<file path="src/rtl/cpa_pipelined_adder_if.sv">
// Operand/result handshake bundle for the pipelined final carry-propagate adder.
// The adder is the slave; the producer/consumer side (compressor tree, product sink) is the master.
interface cpa_pipelined_adder_if #(
  parameter int W = 16
);
  logic         in_valid;
  logic         in_ready;
  logic [W-1:0] row_s;
  logic [W-1:0] row_c;
  logic         out_valid;
  logic         out_ready;
  logic [W-1:0] out_sum;
  logic         out_cout;

  modport master (
    output in_valid, row_s, row_c, out_ready,
    input  in_ready, out_valid, out_sum, out_cout
  );

  modport slave (
    input  in_valid, row_s, row_c, out_ready,
    output in_ready, out_valid, out_sum, out_cout
  );
endinterface

</file>
<file path="src/rtl/cpa_pipelined_adder.sv">
// Final carry-propagate adder: sums the compressor tree's sum and carry rows one
// CHUNK-bit slice per stage, rippling the carry down a stall-as-one-unit pipeline.
module cpa_pipelined_adder #(
  parameter int W     = 16,
  parameter int CHUNK = 4
) (
  input logic                  clk,
  input logic                  rst_n,
  cpa_pipelined_adder_if.slave bus
);

  localparam int STAGES = W / CHUNK;
  localparam int NB     = (STAGES > 1) ? STAGES - 1 : 1;
  localparam int BW     = (STAGES > 1) ? W - CHUNK : 1;

  if (CHUNK < 1 || (W % CHUNK) != 0) begin : g_bad_cfg
    $error("cpa_pipelined_adder: W must be a nonzero multiple of CHUNK");
  end

  // One slice of the ripple: returns {carry_out, slice_sum}.
  function automatic logic [CHUNK:0] add_slice(
    input logic [CHUNK-1:0] a,
    input logic [CHUNK-1:0] b,
    input logic             ci
  );
    return {1'b0, a} + {1'b0, b} + {{CHUNK{1'b0}}, ci};
  endfunction

  logic          advance;
  logic [W-1:0]  a_nxt  [STAGES];
  logic [BW-1:0] b_nxt  [STAGES];
  logic          cy_nxt [STAGES];

  // a_p: finished low slices plus the untouched upper slices of row_s.
  // b_p: the row_c slices still to be added, shifted down so the next one sits at bit 0.
  logic [W-1:0]  a_p   [NB];
  logic [BW-1:0] b_p   [NB];
  logic          cy_p  [NB];
  logic          vld_p [NB];

  logic [W-1:0]  out_sum_q;
  logic          out_cout_q;
  logic          out_vld_q;

  assign advance      = ~out_vld_q | bus.out_ready;
  assign bus.in_ready = advance;
  assign bus.out_valid = out_vld_q;
  assign bus.out_sum   = out_sum_q;
  assign bus.out_cout  = out_cout_q;

  always_comb begin
    for (int k = 0; k < STAGES; k++) begin
      a_nxt[k]  = '0;
      b_nxt[k]  = '0;
      cy_nxt[k] = 1'b0;
    end
    // Stage 0: capture operands and add slice 0 with no carry-in.
    a_nxt[0] = bus.row_s;
    {cy_nxt[0], a_nxt[0][CHUNK-1:0]} = add_slice(bus.row_s[CHUNK-1:0], bus.row_c[CHUNK-1:0], 1'b0);
    b_nxt[0] = BW'(bus.row_c >> CHUNK);
    // Stage k: add slice k of the delayed operands plus the carry from stage k-1.
    for (int k = 1; k < STAGES; k++) begin
      a_nxt[k] = a_p[k-1];
      {cy_nxt[k], a_nxt[k][k*CHUNK +: CHUNK]} =
        add_slice(a_p[k-1][k*CHUNK +: CHUNK], b_p[k-1][CHUNK-1:0], cy_p[k-1]);
      b_nxt[k] = b_p[k-1] >> CHUNK;
    end
  end

  // Intermediate stage data: valid bits alone decide whether it means anything.
  always_ff @(posedge clk) begin
    if (advance) begin
      for (int k = 0; k < NB; k++) begin
        a_p[k]  <= a_nxt[k];
        b_p[k]  <= b_nxt[k];
        cy_p[k] <= cy_nxt[k];
      end
    end
  end

  // Stage valids and the registered output stage.
  always_ff @(posedge clk or negedge rst_n) begin
    if (!rst_n) begin
      for (int k = 0; k < NB; k++) begin
        vld_p[k] <= 1'b0;
      end
      out_vld_q  <= 1'b0;
      out_sum_q  <= '0;
      out_cout_q <= 1'b0;
    end else if (advance) begin
      vld_p[0] <= bus.in_valid;
      for (int k = 1; k < NB; k++) begin
        vld_p[k] <= vld_p[k-1];
      end
      out_vld_q  <= (STAGES > 1) ? vld_p[NB-1] : bus.in_valid;
      out_sum_q  <= a_nxt[STAGES-1];
      out_cout_q <= cy_nxt[STAGES-1];
    end
  end

endmodule
</file>
<file path="src/flat_wrapper.sv">
// flat-port wrapper written by rule: the top's interface ports become plain ports
module cpa_pipelined_adder_flat 
#(
  parameter int W     = 16,
  parameter int CHUNK = 4
)
  (clk, rst_n, bus_in_valid, bus_row_s, bus_row_c, bus_out_ready, bus_in_ready, bus_out_valid, bus_out_sum, bus_out_cout);
  cpa_pipelined_adder_if #(.W(W)) bus_i ();
  input logic clk;
  input logic rst_n;
  input wire logic [$bits(bus_i.in_valid)-1:0] bus_in_valid;
  input wire logic [$bits(bus_i.row_s)-1:0] bus_row_s;
  input wire logic [$bits(bus_i.row_c)-1:0] bus_row_c;
  input wire logic [$bits(bus_i.out_ready)-1:0] bus_out_ready;
  output wire logic [$bits(bus_i.in_ready)-1:0] bus_in_ready;
  output wire logic [$bits(bus_i.out_valid)-1:0] bus_out_valid;
  output wire logic [$bits(bus_i.out_sum)-1:0] bus_out_sum;
  output wire logic [$bits(bus_i.out_cout)-1:0] bus_out_cout;
  assign bus_i.in_valid = bus_in_valid;
  assign bus_i.row_s = bus_row_s;
  assign bus_i.row_c = bus_row_c;
  assign bus_i.out_ready = bus_out_ready;
  assign bus_in_ready = bus_i.in_ready;
  assign bus_out_valid = bus_i.out_valid;
  assign bus_out_sum = bus_i.out_sum;
  assign bus_out_cout = bus_i.out_cout;
  cpa_pipelined_adder #(.W(W), .CHUNK(CHUNK)) u_core (.clk(clk), .rst_n(rst_n), .bus(bus_i));
endmodule
</file>
<file path="config.mk">
export PLATFORM = sky130hd
export DESIGN_NAME = cpa_pipelined_adder_flat
export DESIGN_NICKNAME = d
export VERILOG_FILES = /design/src/rtl/cpa_pipelined_adder_if.sv /design/src/rtl/cpa_pipelined_adder.sv /design/src/flat_wrapper.sv
export SDC_FILE = /design/constraint.sdc
export NUM_CORES = 1
export LEC_CHECK = 0
export CORE_UTILIZATION = 48
export CTS_CLUSTER_DIAMETER = 80
export DETAILED_ROUTE_END_ITERATION = 8
export GPL_TIMING_DRIVEN = 0
export PLACE_DENSITY = 0.81
export SYNTH_ARGS = -nofsm -noshare
export SYNTH_HDL_FRONTEND = slang
export SYNTH_SLANG_ARGS = --single-unit
</file>
<file path="constraint.sdc">
create_clock -name clk -period 1.5 [get_ports clk]
set_input_delay 0.3 -clock clk [delete_from_list [all_inputs] [get_ports clk]]
set_output_delay 0.3 -clock clk [all_outputs]
set_load 0.005 [all_outputs]
</file>
; After elaboration in Yosys (flattened, before gate mapping)
; Memory sizes are Yosys's and may differ from the RTL's.
; Index checks and enable logic that the tools add are counted.
[op_classes]
muxes = 2
shift = 0
mul = 0
n_eq_ne = 0
div_mod_pow = 0
n_reduce_logical = 0
add_sub_neg = 7
n_lt_le_gt_ge = 0
bitwise_logic = 2
[op_table]
columns = cell, count
row1 = $add 4x4->5, 4
row2 = $add 5x1->5, 3
row3 = $mux 1, 2
row4 = $not 1->1, 1
row5 = $or 1x1->1, 1
[word_totals]
romBits = 0
input_bits = 36
word_cells = 20
regBits = 21
latch_bits = 0
mem_bits_rw = 87
n_memories = 3
[mem_list]
columns = name, words, width, rd, rd_clocked_by_memory_dff, write_ports, line
row1 = u_core.a_p, 3, 16, 3, 0, 3, cpa_pipelined_adder.sv:36  ; logic [W-1:0] a_p [NB];
row2 = u_core.b_p, 3, 12, 3, 0, 3, cpa_pipelined_adder.sv:37  ; logic [BW-1:0] b_p [NB];
row3 = u_core.cy_p, 3, 1, 3, 0, 3, cpa_pipelined_adder.sv:38  ; logic cy_p [NB];

; Longest topological paths before layout
; Gate-level depths: netlist (run 1).
[depth]
ltp_word = 4
ltp_mapped = 7
mapped_depth_nobuf = 7

; Worst setup path before layout (run 1)
; Ideal clock, no wire load.
[synth_timing]
kind = register to register
startpoint = memory u_core.a_p[2][12], in the netlist u_core.a_p[0][44]
endpoint = register u_core.out_cout_q, in the netlist u_core.bus.out_cout
t_required_ns = 1.349
arrival_ns = 1.458
path_stages_with_launch = 8
setup_time_ns = 0.151
slack_ns = -0.109
path_buffers = 0
cell_sequence = edfxtp_1 -> fa_1 -> inv_1 -> fa_1 -> inv_1 -> a21o_1 -> a21oi_1 -> a21oi_1
[synth_lines]
columns = item, line
row1 = "start, declared", cpa_pipelined_adder.sv:36
row2 = "end signal, assigned", cpa_pipelined_adder.sv:97  ; out_cout_q <= cy_nxt[STAGES-1];
row3 = "end, declared", cpa_pipelined_adder.sv:42  ; logic out_cout_q;

==> flow_summary.toml, run 1 <==
[layout]
nets = 322
utilization = 0.641
areaGrowthSynthToFinish_pct = 27.7
fillers = 531
n_antenna_cell = 0
layout-drive-gt1-share = 0.229

[floorplan]
die_area_mm2 = 0.00798
start_util = 0.502
rows = 31
num_io_pins = 55
die_h_um = 89.3
core_mm2 = 0.00729
die_w_um = 89.3

[pwr]
p_leak_uw = 0.00191
p_switching_uw = 2220
p_comb_frac = 0.295
powerDensity_mw_per_mm2 = 1780
ir_drop_v = 0.000870
p_clk_frac = 0.182
seqPwrFrac = 0.523
p_int_uw = 6100
switching_share = 0.267

[timing]
hold_violations = 0
max_freq_mhz = 623
min_period_over_period = 1.07
fin_worst_skew_ps = 6.83
setup_viol = 7
slew_viol_final = 0
postLayoutSetupSlackWorst_ps = -106
rsz0062_at_grt = "true"
fin_crit_ps = 1610
fin_setup_tns_ps = -397
worst_pin_slew_ps = 924
holdWs_ps = 423
slew_headroom = 0.382

[yosys]
synth.most_common_cell = "edfxtp_1"
ys.warnings.count = 0
ys_seq_area_frac = 0.759
netlist_area_mm2 = 0.00366
synthesis.instances = 191
synthFlopType = "edfxtp_1"
yosysTopAreaCellShare = 0.616
synth-seq-cells = 96
syn_nets = 247
syn_area_per_cell_um2 = 19.2
synth-edff-count = 75
netlist_top_cells_area = "edfxtp_1, dfrtp_1, mux2_4, ha_1, fa_1"
synth_cell_types = 19
yosys.area.top_type = "edfxtp_1"
yosys-top-cells-count = "edfxtp_1, dfrtp_1, inv_1, ha_1, mux2_4"
async_flop_share = 0.219

[worst_setup_path]
worstPathCellList = "fa_2 > a21o_1 > a21oi_2 > xnor2_1 > mux2_4"
critical_path_buf_inv_count = 0
cp_data_required_time_ps = 1750
cpLargestDelayFamily = "flip-flops"
critPathArrivalTime_ps = 1860
worstSetupPathType = "reg -> reg"
critPathMaxFanout = 2
slowest_delay_ps = 440
start_kind = "flip-flop"
endpoint_kind = "flip-flop"
crit_slowest_cell = "edfxtp_1"

[clock_network]
cts-htree-levels = 3
cts-hold-fix-buffers = 0
clockBufferDepth = 2
worstSkewPairLatency_ps = 360
clock_sink_count = 96
cts_buffers = 9
path_clk_slew_ps = 90
root_buffer = "clkbuf_8"
cts_tree = "built"

[job]
maxCapViolCount = 0

[route]
drtPass1Iterations = 6
via_per_inst = 4.57
drc = 0
drt_iter0_markers = 88
avgRoutedWirePerCell_um = 13.5
drt.antenna.violating_nets = 0
via_count = 1692
drt_wl_total_um = 4980

[run_status]
outcome = "complete, but fails checks"
violations = "setup timing"

[grt]
grt_overflow = 0
grt_pass1_vias = 1726
grt_antenna_before_repair = 0
grt.total_usage = 0.145
grt_max_degree = 43
grt_first_pass_wirelength_um = 7980

[place]
post-dp-hpwl_um = 3070
gp_congestion = 0.751
port_buffers = 54

[worst_hold_path]
worst_hold_path_type = "reg -> reg"
per-layer routing:
layer  global-route usage  share of wire
met5                    0              0
met4               0.0996          0.027
met3               0.0332          0.040
met2                0.241           0.50
met1                0.167           0.43
area by class of cell:
type | count | area (um2) | area share
clock inverter | 7 | 53.8 | 0.0115
tap | 99 | 124 | 0.0265
clock buffer | 9 | 124 | 0.0265
sequential | 96 | 2780 | 0.594
timing repair buffer | 65 | 671 | 0.144
inverter | 19 | 71.3 | 0.0153
multi-input combinational | 73 | 813 | 0.174
buffer | 2 | 38.8 | 0.00830
cell usage in the layout (no fill, tap or decap), types with 3 or more instances in the layout:
cell type and n:
inv_1 16, edfxtp_1 75, dlygate4sd2_1 18, buf_4 8
nand2b_1 4, a21o_1 4, ha_1 12, bufbuf_16 3
clkbuf_8 9, nor2_1 3, inv_2 3, mux2_4 12
a21oi_2 3, xnor2_1 6, nor2b_1 3, clkdlybuf4s50_1 35
fa_2 7, dfrtp_1 21, mux2_2 5, a21oi_1 5
cell families after synthesis:
kind of cell	Yosys count	share of synthesized area
flops	96	0.759
mux	17	0.0646
compound gates	16	0.0256
buf+inv	22	0.0287
xor+xnor	8	0.0192
fa+ha+maj	20	0.0828
simple gates	12	0.0198
metrics by stage:
step | setup WS [ps] | cell area (um2) | power, uW | std cells
finish | -106 | 4670 | 8320 | 370
global route | -170 | 4670 | 8830 | 370
CTS | -108 | 4660 | 8400 | 370
floorplan | -29.4 | 3680 | 5720 | 191
global placement | -918 | 4340 | 6570 | 344
detailed placement | -918 | 4340 | 6710 | 344
registers in the layout, summed over array words and instances, names as in the netlist:
signal and flops:
u_core.a_p 48, u_core.vld_p 3, u_core.bus.out_sum 16, u_core.bus.out_valid 1, u_core.bus.out_cout 1, u_core.cy_p 3, u_core.b_p 24
power by group through the flow:
stage                     Sequential, uW  Combinational (uW)  Clock [uW]
after floorplan                     4360                1360           0
after global placement              4400                2170           0
after detailed placement            4450                2260           0
after CTS                           4360                2480        1560
after global routing                4450                2730        1650
final                               4350                2450        1520
worst register-to-register path, delay by kind of cell, from the launching register on:
kind	cells	cell delay (ps)
flops	1	440
compound gates	2	330
fa+ha+maj	1	400
xor+xnor	1	80
mux	1	250
final timing paths:
check	from	to	slack, ps	cells after the start
min in group asynchronous	rst_n	u_core.bus.out_sum[1]	450	1
worst max register to register	u_core.b_p[0][24]	u_core.bus.out_sum[15]	-110	5
max in group asynchronous	rst_n	u_core.bus.out_sum[14]	490	1
worst min-delay path	u_core.a_p[0][3]	u_core.a_p[0][19]	420	0
worst max-delay path	u_core.b_p[0][24]	u_core.bus.out_sum[15]	-110	5
worst min register to register	u_core.a_p[0][3]	u_core.a_p[0][19]	420	0
repair_timing:
item	in CTS	in global routing
cloned	3	0
setup endpoints to repair	30	10
resized for setup	28	2
pin swaps	6	0
buffers inserted	8	0
Note: power is estimated with default switching activity, not from simulation.
==> run 2: changes to the inputs <==
--- a/config.mk
+++ b/config.mk
@@ -10,6 +10,7 @@
 export DETAILED_ROUTE_END_ITERATION = 8
 export GPL_TIMING_DRIVEN = 0
 export PLACE_DENSITY = 0.81
+export RECOVER_POWER = 25
 export SYNTH_ARGS = -nofsm -noshare
 export SYNTH_HDL_FRONTEND = slang
 export SYNTH_SLANG_ARGS = --single-unit
==> run 2 against run 1 <==
The run still ends with setup timing left. Total power shrank 0.15%. Cell count is the same. Critical path depth is the same. Routed wire length shrank 0.16%. Fmax is the same. Register-to-register slack is essentially flat.
==> flow_summary.toml, run 2 (synthesis gave the netlist of run 1 again) <==
[grt]
grt_antenna_before_repair = 0
grt_first_pass_wirelength_um = 7980
grt.total_usage = 0.145
grt_overflow = 0
grt_pass1_vias = 1726
grt_max_degree = 43

[floorplan]
rows = 31
die_w_um = 89.3
core_mm2 = 0.00729
start_util = 0.502
num_io_pins = 55
die_area_mm2 = 0.00798
die_h_um = 89.3

[layout]
areaGrowthSynthToFinish_pct = 27.7
n_antenna_cell = 0
largest_register_ffs = 48
top_register = "u_core.a_p"
layout-drive-gt1-share = 0.229
final_common_cell = "edfxtp_1"
nets = 322
layout_common_cells = "edfxtp_1, dlygate4sd3_1, dfrtp_1"
utilization = 0.641

[pwr]
powerDensity_mw_per_mm2 = 1780
p_clk_frac = 0.183
p_leak_uw = 0.00192
seqPwrFrac = 0.524
p_switching_uw = 2220
p_comb_frac = 0.294
ir_drop_v = 0.000868
switching_share = 0.267
p_int_uw = 6090

[worst_setup_path]
rrSetupSlack_ps = -110
r2r-start = "u_core.b_p[0][24]"
start_kind = "flip-flop"
r2r_cells = 5
r2r-end = "u_core.bus.out_sum[15]"
critPathMaxFanout = 2
worstSetupPathType = "reg -> reg"
cp_data_required_time_ps = 1750
endpoint_kind = "flip-flop"
critPathArrivalTime_ps = 1860

[route]
drc = 0
drt_iter0_markers = 88
drt.antenna.violating_nets = 0
via_count = 1692
drtPass1Iterations = 6
drt_wl_total_um = 4970
via_per_inst = 4.57
avgRoutedWirePerCell_um = 13.4

[place]
gp_congestion = 0.751
port_buffers = 54
post-dp-hpwl_um = 3070
dp_slack_ps = -918

[worst_hold_path]
worst_hold_path_type = "reg -> reg"
hold-path-cell-count = 0
worstHoldStart = "u_core.a_p[0][3]"
hold_end = "u_core.a_p[0][19]"

[timing]
hold_violations = 0
max_freq_mhz = 623
rsz0062_at_grt = "true"
min_period_over_period = 1.07
slew_viol_final = 0
holdWs_ps = 423
fin_crit_ps = 1610
setup_viol = 7
fin_setup_tns_ps = -397
slew_headroom = 0.382
fin_worst_skew_ps = 6.83
worst_pin_slew_ps = 924
postLayoutSetupSlackWorst_ps = -106

[clock_network]
clockBufferDepth = 2
worstSkewPairLatency_ps = 360
path_clk_slew_ps = 90
cts_buffers = 9
root_buffer = "clkbuf_8"
clock_sink_count = 96
cts-hold-fix-buffers = 0
cts-htree-levels = 3
cts_tree = "built"

[run_status]
outcome = "complete, but fails checks"
violations = "setup timing"

[job]
maxCapViolCount = 0
run 2: how the worst max path moves through the flow:
stage	depth (start not counted)	slack, ps	to	from
4_1_cts	5	-110	u_core.bus.out_sum[15]	u_core.b_p[0][24]
2_1_floorplan	4	-30	u_core.a_p[0][21]	u_core.a_p[0][4]
6_report	5	-110	u_core.bus.out_sum[15]	u_core.b_p[0][24]
3_5_place_dp	5	-920	bus_in_ready	bus_out_ready
5_1_grt	5	-170	u_core.bus.out_sum[15]	u_core.cy_p[0][2]
3_3_place_gp	5	-920	bus_in_ready	bus_out_ready
run 2: worst max-delay path: stages, from the launching register on:
cell and delay [ps]:
edfxtp_1 440, fa_2 400, a21o_1 180, a21oi_2 150, xnor2_1 80, mux2_4 250
run 2: power by group through the flow:
stage | registers, uW | clock network [uW] | logic, uW
2_1_floorplan | 4360 | 0 | 1360
3_3_place_gp | 4400 | 0 | 2170
3_5_place_dp | 4450 | 0 | 2260
4_1_cts | 4360 | 1560 | 2480
5_1_grt | 4450 | 1650 | 2710
6_report | 4350 | 1520 | 2440
run 2: through the flow:
step	cell area, um2	std cells	total power, uW
CTS	4660	370	8400
global placement	4340	344	6570
detailed placement	4340	344	6710
floorplan	3680	191	5720
finish	4670	370	8310
global route	4670	370	8820
run 2: final cells by class:
cell class                 count  area (um2)
buffer                         2        38.8
clock buffer                   9         124
clock inverter                 7        53.8
fill                         531        2620
inverter                      19        71.3
multi-input combinational     73         813
sequential                    96        2780
tap                           99         124
timing repair buffer          65         671
run 2: timing repair:
| item | CTS | global route |
|---|---|---|
| cloned | 3 | 0 |
| resized for setup | 28 | 2 |
| pin swaps | 6 | 0 |
| setup buffers | 8 | 0 |
| setup endpoints to repair | 30 | 10 |
run 2: per-layer routing:
layer	GRT usage	up-vias	routed length [um]	part of all wire
li1	-	833	-	-
met5	0	-	0	0
met2	0.241	43	2510	0.50
met4	0.0996	0	132	0.027
met1	0.167	804	2130	0.43
met3	0.0332	12	198	0.040
